`src/rtl/i2c_target.sv`:
```
// ==== i2c_target : I2C target, 7-bit address match, pointer + register file access ====
// Rev 1.0
`default_nettype none

module i2c_target #(
   parameter logic [6:0] TGT_ADDR = 7'h7D,
   parameter int         NREGS    = 16,
   parameter int         PW       = 4
) (
   input  logic          clk,
   input  logic          rst,
   input  logic          scl_i,
   input  logic          sda_i,
   output logic          sda_oe,
   input  logic [PW-1:0] dbg_addr,
   output logic [7:0]    dbg_data,
   output logic          wr_pulse,
   output logic [PW-1:0] wr_addr,
   output logic          busy,
   output logic          start_det,
   output logic          stop_det
);

   typedef enum logic [2:0] {
      S_IDLE, S_ADDR, S_ADDR_ACK, S_PTR, S_DATA_ACK, S_WDATA, S_RDATA, S_RACK
   } state_t;

   logic          r_scl_s1, r_scl_s2, r_scl_d;
   logic          r_sda_s1, r_sda_s2, r_sda_d;
   state_t        r_state, w_state;
   logic [2:0]    r_cnt, w_cnt;
   logic [6:0]    r_shift, w_shift;
   logic          r_rw, w_rw;
   logic [PW-1:0] r_ptr, w_ptr;
   logic [7:0]    r_tx, w_tx;
   logic          r_ack_on, w_ack_on;
   logic          r_sda_oe, w_sda_oe;
   logic          r_busy, w_busy;
   logic          r_start_det, w_start_det;
   logic          r_stop_det, w_stop_det;
   logic          r_wr_pulse, w_wr_pulse;
   logic [PW-1:0] r_wr_addr, w_wr_addr;
   logic [7:0]    r_regs [NREGS];

   logic          w_scl_rise, w_scl_fall, w_start, w_stop;
   logic [7:0]    w_byte;
   logic [PW-1:0] w_ptr_inc;

   assign w_scl_rise = r_scl_s2 & ~r_scl_d;
   assign w_scl_fall = ~r_scl_s2 & r_scl_d;
   assign w_start    = r_scl_s2 & r_sda_d & ~r_sda_s2;
   assign w_stop     = r_scl_s2 & ~r_sda_d & r_sda_s2;
   assign w_byte     = {r_shift, r_sda_s2};
   assign w_ptr_inc  = r_ptr + 1'b1;

   // Synchronisers reset to the idle-bus level so no false START/STOP follows reset
   always_ff @(posedge clk or posedge rst) begin
      if (rst) begin
         r_scl_s1 <= 1'b1; r_scl_s2 <= 1'b1; r_scl_d <= 1'b1;
         r_sda_s1 <= 1'b1; r_sda_s2 <= 1'b1; r_sda_d <= 1'b1;
      end else begin
         r_scl_s1 <= scl_i;    r_scl_s2 <= r_scl_s1; r_scl_d <= r_scl_s2;
         r_sda_s1 <= sda_i;    r_sda_s2 <= r_sda_s1; r_sda_d <= r_sda_s2;
      end
   end

   always_ff @(posedge clk or posedge rst) begin
      if (rst) begin
         r_state     <= S_IDLE;
         r_cnt       <= '0;
         r_shift     <= '0;
         r_rw        <= 1'b0;
         r_ptr       <= '0;
         r_tx        <= '0;
         r_ack_on    <= 1'b0;
         r_sda_oe    <= 1'b0;
         r_busy      <= 1'b0;
         r_start_det <= 1'b0;
         r_stop_det  <= 1'b0;
         r_wr_pulse  <= 1'b0;
         r_wr_addr   <= '0;
      end else begin
         r_state     <= w_state;
         r_cnt       <= w_cnt;
         r_shift     <= w_shift;
         r_rw        <= w_rw;
         r_ptr       <= w_ptr;
         r_tx        <= w_tx;
         r_ack_on    <= w_ack_on;
         r_sda_oe    <= w_sda_oe;
         r_busy      <= w_busy;
         r_start_det <= w_start_det;
         r_stop_det  <= w_stop_det;
         r_wr_pulse  <= w_wr_pulse;
         r_wr_addr   <= w_wr_addr;
      end
   end

   always_ff @(posedge clk or posedge rst) begin
      if (rst) begin
         for (int i = 0; i < NREGS; i++) r_regs[i] <= 8'h00;
      end else if (w_wr_pulse) begin
         r_regs[r_ptr] <= w_byte;
      end
   end

   always_comb begin
      w_state     = r_state;
      w_cnt       = r_cnt;
      w_shift     = r_shift;
      w_rw        = r_rw;
      w_ptr       = r_ptr;
      w_tx        = r_tx;
      w_ack_on    = r_ack_on;
      w_sda_oe    = r_sda_oe;
      w_busy      = r_busy;
      w_start_det = 1'b0;
      w_stop_det  = 1'b0;
      w_wr_pulse  = 1'b0;
      w_wr_addr   = r_wr_addr;

      // Bus conditions override whatever bit/ACK phase was in progress
      if (w_start) begin
         w_start_det = 1'b1;
         w_busy      = 1'b1;
         w_cnt       = '0;
         w_sda_oe    = 1'b0;
         w_ack_on    = 1'b0;
         w_state     = S_ADDR;
      end else if (w_stop) begin
         w_stop_det  = 1'b1;
         w_busy      = 1'b0;
         w_sda_oe    = 1'b0;
         w_ack_on    = 1'b0;
         w_state     = S_IDLE;
      end else begin
         case (r_state)
            S_ADDR, S_PTR, S_WDATA: begin
               if (w_scl_rise) begin
                  w_shift = w_byte[6:0];
                  w_cnt   = r_cnt + 3'd1;
                  if (r_cnt == 3'd7) begin
                     w_ack_on = 1'b0;
                     if (r_state == S_ADDR) begin
                        w_rw    = w_byte[0];
                        w_state = (w_byte[7:1] == TGT_ADDR) ? S_ADDR_ACK : S_IDLE;
                     end else if (r_state == S_PTR) begin
                        w_ptr   = w_byte[PW-1:0];
                        w_state = S_DATA_ACK;
                     end else begin
                        w_wr_pulse = 1'b1;
                        w_wr_addr  = r_ptr;
                        w_ptr      = w_ptr_inc;
                        w_state    = S_DATA_ACK;
                     end
                  end
               end
            end
            S_ADDR_ACK, S_DATA_ACK: begin
               if (w_scl_fall) begin
                  w_cnt = '0;
                  if (!r_ack_on) begin
                     w_sda_oe = 1'b1;
                     w_ack_on = 1'b1;
                  end else begin
                     w_ack_on = 1'b0;
                     // A read hands the bus straight to the first data bit on this fall
                     if (r_state == S_ADDR_ACK && r_rw) begin
                        w_tx     = r_regs[r_ptr];
                        w_sda_oe = ~r_regs[r_ptr][7];
                        w_state  = S_RDATA;
                     end else begin
                        w_sda_oe = 1'b0;
                        w_state  = (r_state == S_ADDR_ACK) ? S_PTR : S_WDATA;
                     end
                  end
               end
            end
            S_RDATA: begin
               if (w_scl_fall) begin
                  if (r_cnt == 3'd7) begin
                     w_sda_oe = 1'b0;
                     w_cnt    = '0;
                     w_ack_on = 1'b0;
                     w_state  = S_RACK;
                  end else begin
                     w_cnt    = r_cnt + 3'd1;
                     w_tx     = {r_tx[6:0], 1'b0};
                     w_sda_oe = ~r_tx[6];
                  end
               end
            end
            S_RACK: begin
               if (w_scl_rise && !r_ack_on) begin
                  w_ptr = w_ptr_inc;
                  if (!r_sda_s2) begin
                     w_tx     = r_regs[w_ptr_inc];
                     w_ack_on = 1'b1;
                  end else begin
                     w_state  = S_IDLE;
                  end
               end else if (w_scl_fall && r_ack_on) begin
                  w_sda_oe = ~r_tx[7];
                  w_ack_on = 1'b0;
                  w_cnt    = '0;
                  w_state  = S_RDATA;
               end
            end
            default: ;
         endcase
      end
   end

   assign sda_oe    = r_sda_oe;
   assign busy      = r_busy;
   assign start_det = r_start_det;
   assign stop_det  = r_stop_det;
   assign wr_pulse  = r_wr_pulse;
   assign wr_addr   = r_wr_addr;
   assign dbg_data  = r_regs[dbg_addr];

endmodule

`default_nettype wire

```
`config.mk`:
```
export PLATFORM = sky130hd
export DESIGN_NAME = i2c_target
export DESIGN_NICKNAME = d
export VERILOG_FILES = /design/src/rtl/i2c_target.sv
export SDC_FILE = /design/constraint.sdc
export NUM_CORES = 1
export LEC_CHECK = 0
export CORE_MARGIN = 2
export CORE_UTILIZATION = 50
export CTS_BUF_LIST = sky130_fd_sc_hd__clkbuf_4 sky130_fd_sc_hd__clkbuf_8
export DETAILED_ROUTE_END_ITERATION = 12
export GPL_ROUTABILITY_DRIVEN = 0
export MAX_ROUTING_LAYER = met4
export PLACE_DENSITY = 0.73
export RECOVER_POWER = 100
export SYNTH_ARGS = -nofsm -noshare
export SYNTH_HDL_FRONTEND = slang
export SYNTH_SLANG_ARGS = --single-unit
```
`constraint.sdc`:
```
create_clock -name clk -period 12.9 [get_ports clk]
set_clock_uncertainty 0.05 [all_clocks]
set_input_delay 1.935 -clock clk [delete_from_list [all_inputs] [get_ports clk]]
set_output_delay 1.935 -clock clk [all_outputs]
set_load 0.02 [all_outputs]
```
==> results of run 1 <==
registers in the layout (all words and copies together) (netlist names), 3 cells and up:
| register | cells |
|---|---|
| r_cnt | 3 |
| r_ptr | 4 |
| r_regs | 128 |
| r_shift | 7 |
| r_state | 3 |
| r_tx | 8 |
| wr_addr | 4 |
path summary, 6_finish.rpt:
path / from / depth (start not counted) / slack (ns) / to
max: dbg_addr[0] / 4 / 5.18 / dbg_data[2]
min: r_sda_s1 / 0 / 0.32 / r_sda_s2
max reg2reg: r_ptr[0] / 8 / 6.55 / r_tx[0]
min reg2reg: r_sda_s1 / 0 / 0.32 / r_sda_s2
max in group asynchronous: rst / 3 / 7.48 / r_regs[116]
min in group asynchronous: rst / 2 / 3.00 / r_regs[103]
stage by stage:
step           setup WS [ns]  cells
2_1_floorplan           6.32    750
3_3_place_gp            6.45    984
3_5_place_dp            6.40    984
4_1_cts                 6.40   1015
5_1_grt                 4.84   1015
6_report                5.18   1015
layout make-up:
cell class                      count  area share
Clock inverter                      8     0.00651
Clock buffer                       23      0.0277
Timing Repair Buffer               30      0.0252
Inverter                            6     0.00221
Sequential cell                   170       0.397
Tap cell                          270      0.0314
Multi-Input combinational cell    508       0.510
layer usage:
layer / up-vias / wire length (um) / part of all wire
met3: 77 / 2490 / 0.092
met4: 0 / 820 / 0.030
met1: 3623 / 11000 / 0.41
met2: 422 / 12800 / 0.47
met5: - / 0 / 0
li1: 2868 / - / -
power groups by stage:
| stage | sequential [mW] | combinational, mW | clock, mW |
|---|---|---|---|
| 2_1_floorplan | 0.599 | 0.459 | 0 |
| 3_3_place_gp | 0.672 | 0.487 | 0 |
| 3_5_place_dp | 0.675 | 0.498 | 0 |
| 4_1_cts | 0.665 | 0.499 | 0.366 |
| 5_1_grt | 0.676 | 0.543 | 0.391 |
| 6_report | 0.667 | 0.505 | 0.362 |
logic make-up after synthesis:
group,after synthesis,share of synthesized area
AOI/OAI and AO/OA,82,0.0540
xor gates and xnor gates,3,0.00402
adders and majority gates,6,0.00731
buffers and inverters,72,0.0353
DFF,170,0.415
muxes,285,0.405
and+or+nand+nor,132,0.0796
cell usage after synthesis (3+ instances only):
cell type | count | area, um^2
buf_2 | 25 | 125
a32oi_1 | 6 | 52.6
mux4_2 | 90 | 2030
a211o_1 | 3 | 26.3
a21oi_1 | 17 | 85.1
clkbuf_1 | 24 | 90.1
buf_1 | 4 | 15.0
o22a_1 | 7 | 61.3
a22oi_1 | 8 | 60.1
nand3_1 | 18 | 90.1
dfrtp_1 | 164 | 4100
buf_6 | 4 | 45.0
mux2i_1 | 53 | 531
nor2_1 | 20 | 75.1
mux2_2 | 142 | 1600
nand3b_1 | 3 | 22.5
nand3_2 | 4 | 40.0
buf_4 | 8 | 60.1
nor2b_1 | 6 | 37.5
o211ai_1 | 4 | 30.0
nor3_1 | 6 | 30.0
o22ai_1 | 10 | 62.6
nand4_1 | 9 | 56.3
nor2_8 | 3 | 60.1
ha_1 | 6 | 75.1
inv_1 | 6 | 22.5
nand2_1 | 27 | 101
o21ai_0 | 14 | 70.1
nor2_4 | 9 | 101
dfstp_2 | 6 | 158
nand2b_1 | 7 | 43.8
==> impl_metrics.tcl, run 1 <==
set metrics [dict create \
    yosysSeqAreaShare 0.415 \
    detailed_place_hpwl_mm 17.2 \
    met1_usage 0.356 \
    mostFrequentLayoutCell "dfrtp_1" \
    grt_usage 0.264 \
    end_kind "output port" \
    synth_cells 750 \
    p_sw_mw 0.582 \
    tightestPinTransition_ns 4.25 \
    rows 52 \
    grt_overflow 0 \
    critPathArrivalTime_ns 5.73 \
    cap_viol_max_count 4 \
    post_cts_buffers 0 \
    setup-violations-final 0 \
    syn_to_final_growth_pct 4.75 \
    die_h_um 147 \
    combinationalPowerShare 0.329 \
    grt_max_degree 87 \
    grtUsageMet2 0.398 \
    ys_async_sr_fraction 1.00 \
    dieArea_um2 21700 \
    synth_warnings 0 \
    synth_seq_cells 170 \
    powerDensity_nw_per_um2 143 \
    grt_pass1_vias 6958 \
    synthFlopType "dfrtp_1" \
    vias 6990 \
    cp_slowest_cell "clkbuf_1" \
    switching_share 0.379 \
    slew_viol_final 197 \
    wl_per_cell_um 26.7 \
    setup_tns_ns 0 \
    status "complete, but fails checks" \
    holdWs_ns 0.317 \
    place_area_um2 10600 \
    regArea_um2 4270 \
    cts-root-buf "clkbuf_8" \
    crit_top_cell "mux4_2" \
    violations "capacitance limit, slew limit" \
    period_share 0.598 \
    ioPinCount 25 \
    slowest_delay_ns 1.86 \
    postSynthAreaPerCell_um2 13.7 \
    n_fill_cell 1684 \
    synthesis.area_um2 10300 \
    cts_buffers 17 \
    utilization 0.533 \
    grt_pass1_wl_mm 41.8 \
    required_ns 10.91 \
    cts_hold_buffers 0 \
    start_util 0.509 \
    seq_power_share 0.435 \
    total_power_mw 1.53 \
    insertion_delay_ns 0.46 \
    finalCriticalPeriod_ns 7.72 \
    ctsHtreeMaxLevel 4 \
    cts_resized 0 \
    io_buffers 24 \
    slew_headroom -1.83 \
    crit_buf_inv 2 \
    path_cells "clkbuf_1 > mux4_2 > mux4_2 > dlygate4sd3_1" \
    min_path_type "reg2reg" \
    core-area_um2 20200 \
    clock-sinks 170 \
    vdd_drop_max_mv 0.125 \
    antennaDiodeCount 0 \
    cts_tree "done" \
    antenna_found_initial 0 \
    multi_input_area_um2 5490 \
    power.share.clock 0.236 \
    drt-initial-drc-count 787 \
    drt-total-wl_mm 27.1 \
    internal_power_mw 0.952 \
    viasPerCell 6.89 \
    nets 747 \
    grt_use_met3 0.0602 \
    cp_max_fo 32 \
    grt_setup_unrepaired "no" \
    synthesis.nets 764 \
    synth_edf_count 0 \
    cellLeakagePower_nw 4.51 \
    postRouteAntennaNets 0 \
    ys_types 62 \
    route.detailed.drc 0 \
    layout_common_cells "dfrtp_1, mux2_2, mux4_2" \
    clk_path_buf_depth 2 \
    path_delay_family "buffers and inverters" \
    critical_path_class "in2out" \
    fmax_mhz 130 \
    die_x_um 147 \
    start_kind "input pin" \
    grt-busiest-layer "met2" \
    hold_viol_final 0 \
    finalInstanceArea_um2 10800 \
    drive_gt1_frac 0.379 \
    clkTransAtPathRegs_ns 0.08 \
    dr.pass1.iters 7 \
]
No activity file was read; power rests on OpenSTA's default activity.
==> run 2: changes to the inputs <==
--- a/config.mk
+++ b/config.mk
@@ -11,7 +11,7 @@
 export DETAILED_ROUTE_END_ITERATION = 12
 export GPL_ROUTABILITY_DRIVEN = 0
 export MAX_ROUTING_LAYER = met4
-export PLACE_DENSITY = 0.73
+export PLACE_DENSITY = 0.75
 export RECOVER_POWER = 100
 export SYNTH_ARGS = -nofsm -noshare
 export SYNTH_HDL_FRONTEND = slang
==> constraint.sdc (replaced) <==
create_clock -name clk -period 6.9 [get_ports clk]
set_clock_uncertainty 0.05 [all_clocks]
set_input_delay 1.035 -clock clk [delete_from_list [all_inputs] [get_ports clk]]
set_output_delay 1.035 -clock clk [all_outputs]
set_load 0.02 [all_outputs]
==> run 2 against run 1 <==
Against the previous run: critical endpoint is now r_tx[7]; design area is essentially flat; critical path type is now reg2reg; largest power group unchanged; routed wire length shrank 3.7%; non-clock buffer count shrank 2; the run still ends with capacitance limit, slew limit left.
==> impl_metrics.tcl, run 2 (synthesis results as in run 1) <==
set metrics [dict create \
    status "complete, but fails checks" \
    violations "capacitance limit, slew limit" \
    crit_path_start "r_ptr[1]" \
    grt_pass1_wl_mm 41.4 \
    end_kind "flip-flop" \
    detailed_place_hpwl_mm 17.7 \
    vias 6890 \
    slew_headroom -0.859 \
    regToRegEndpoint "r_tx[7]" \
    vdd_drop_max_mv 0.183 \
    tightestPinTransition_ns 2.79 \
    dieArea_um2 21700 \
    clock-sinks 170 \
    critical_path_class "reg2reg" \
    drive_gt1_frac 0.378 \
    utilization 0.534 \
    start_util 0.509 \
    slew_viol_final 160 \
    start_kind "flip-flop" \
    die_h_um 147 \
    io_buffers 24 \
    wl_per_cell_um 25.7 \
    die_x_um 147 \
    dr.pass1.iters 5 \
    fmax_mhz 196 \
    reg2regPathDepth 6 \
    hold_viol_final 0 \
    core-area_um2 20200 \
    period_share 0.738 \
    drt-total-wl_mm 26.1 \
    cp_max_fo 52 \
    finalCriticalPeriod_ns 5.09 \
    n_fill_cell 1650 \
    finalInstanceArea_um2 10800 \
    grt_usage 0.259 \
    insertion_delay_ns 0.47 \
    grt_max_degree 118 \
    slowest_delay_ns 2.04 \
    route.detailed.drc 0 \
    cp_slowest_cell "xor2_1" \
    setup_tns_ns 0 \
    cts_hold_buffers 0 \
    postRouteAntennaNets 0 \
    viasPerCell 6.79 \
    cap_viol_max_count 4 \
    rr_startpoint "r_ptr[1]" \
    cts-root-buf "clkbuf_8" \
    clk_path_buf_depth 2 \
    largest-register "r_regs" \
    drt-initial-drc-count 793 \
    setup-violations-final 0 \
    cp-endpoint "r_tx[7]" \
    required_ns 7.26 \
    syn_to_final_growth_pct 4.84 \
    antenna_found_initial 0 \
    largest_registers "r_regs: 128 flops, r_tx: 8 flops, r_shift: 7 flops" \
    cts_tree "done" \
    multi_input_area_um2 5480 \
    place_area_um2 10600 \
    grt_setup_unrepaired "no" \
    largest_reg_flops 128 \
    nets 745 \
    r2r_slack_ns 1.81 \
    cellLeakagePower_nw 4.51 \
    min_path_type "reg2reg" \
    cts_resized 0 \
    powerDensity_nw_per_um2 267 \
    ioPinCount 25 \
    mostFrequentLayoutCell "dfrtp_1" \
    critPathArrivalTime_ns 5.45 \
    rows 52 \
    post_cts_buffers 0 \
    ctsHtreeMaxLevel 4 \
    path_cells "clkbuf_2 > ha_1 > xor2_1 > mux2i_1 > o22ai_1 > o22a_1" \
    grt_pass1_vias 7111 \
    cts_buffers 17 \
    grt_overflow 0 \
    clkTransAtPathRegs_ns 0.10 \
    layout_common_cells "dfrtp_1, mux2_2, mux4_2" \
    holdPathStages 0 \
    regArea_um2 4270 \
    antennaDiodeCount 0 \
]
run 2: changes by cell type in the layout (fill, tap and decap cells not counted), moves of 2 or more:
| cell | before | now |
|---|---|---|
| clkinv_2 | 5 | 0 |
| clkbuf_1 | 3 | 1 |
| clkbuf_4 | 3 | 0 |
| buf_4 | 4 | 2 |
| inv_6 | 0 | 5 |
| clkinv_4 | 0 | 4 |
run 2: through the flow:
stage               hold slack [ns]  cells  setup slack (ns)  power (mW)
detailed placement            0.303    982              2.24        2.18
floorplan                     0.295    750              1.22        1.98
global route                  0.320   1014              1.55        3.01
global placement              0.301    982              2.28        2.14
finish                        0.315   1014              1.81        2.87
CTS                           0.313   1014              2.24        2.89
run 2: worst max-delay path: cells and delay by family, from the launching register on:
family	cells	cell delay, ns
adders and majority gates	1	0.43
buffers and inverters	1	1.18
DFF	1	0.35
AOI/OAI and AO/OA	2	0.56
muxes	1	0.38
xor gates and xnor gates	1	2.04
run 2: worst min path at each step:
stage | startpoint | endpoint | slack, ns
finish | r_scl_s1 | r_scl_s2 | 0.32
global placement | r_sda_s1 | r_sda_s2 | 0.30
detailed placement | r_scl_s1 | r_scl_s2 | 0.30
CTS | r_scl_s1 | r_scl_s2 | 0.31
floorplan | r_scl_s1 | r_scl_s2 | 0.30
global route | r_scl_s1 | r_scl_s2 | 0.32
run 2: power by group:
group          internal (mW)  total, mW  switching (mW)
sequential              1.06       1.25           0.184
combinational          0.390      0.916           0.526
clock                  0.313      0.712           0.398
total                   1.77       2.87            1.11
run 2: routing by layer:
metal,GRT usage,vias up,wire [um]
li1,-,2874,-
met1,0.333,3594,10300
met2,0.401,351,12900
met3,0.0637,71,2130
met4,0.100,0,809
met5,-,-,0
run 2: layout make-up:
class                   instances  area share
clock buffers                  19      0.0243
clock inverters                13      0.0124
inverters                       6     0.00256
multi-input cells             508       0.509
flip-flops and latches        170       0.396
well taps                     270      0.0314
repair buffers                 28      0.0241
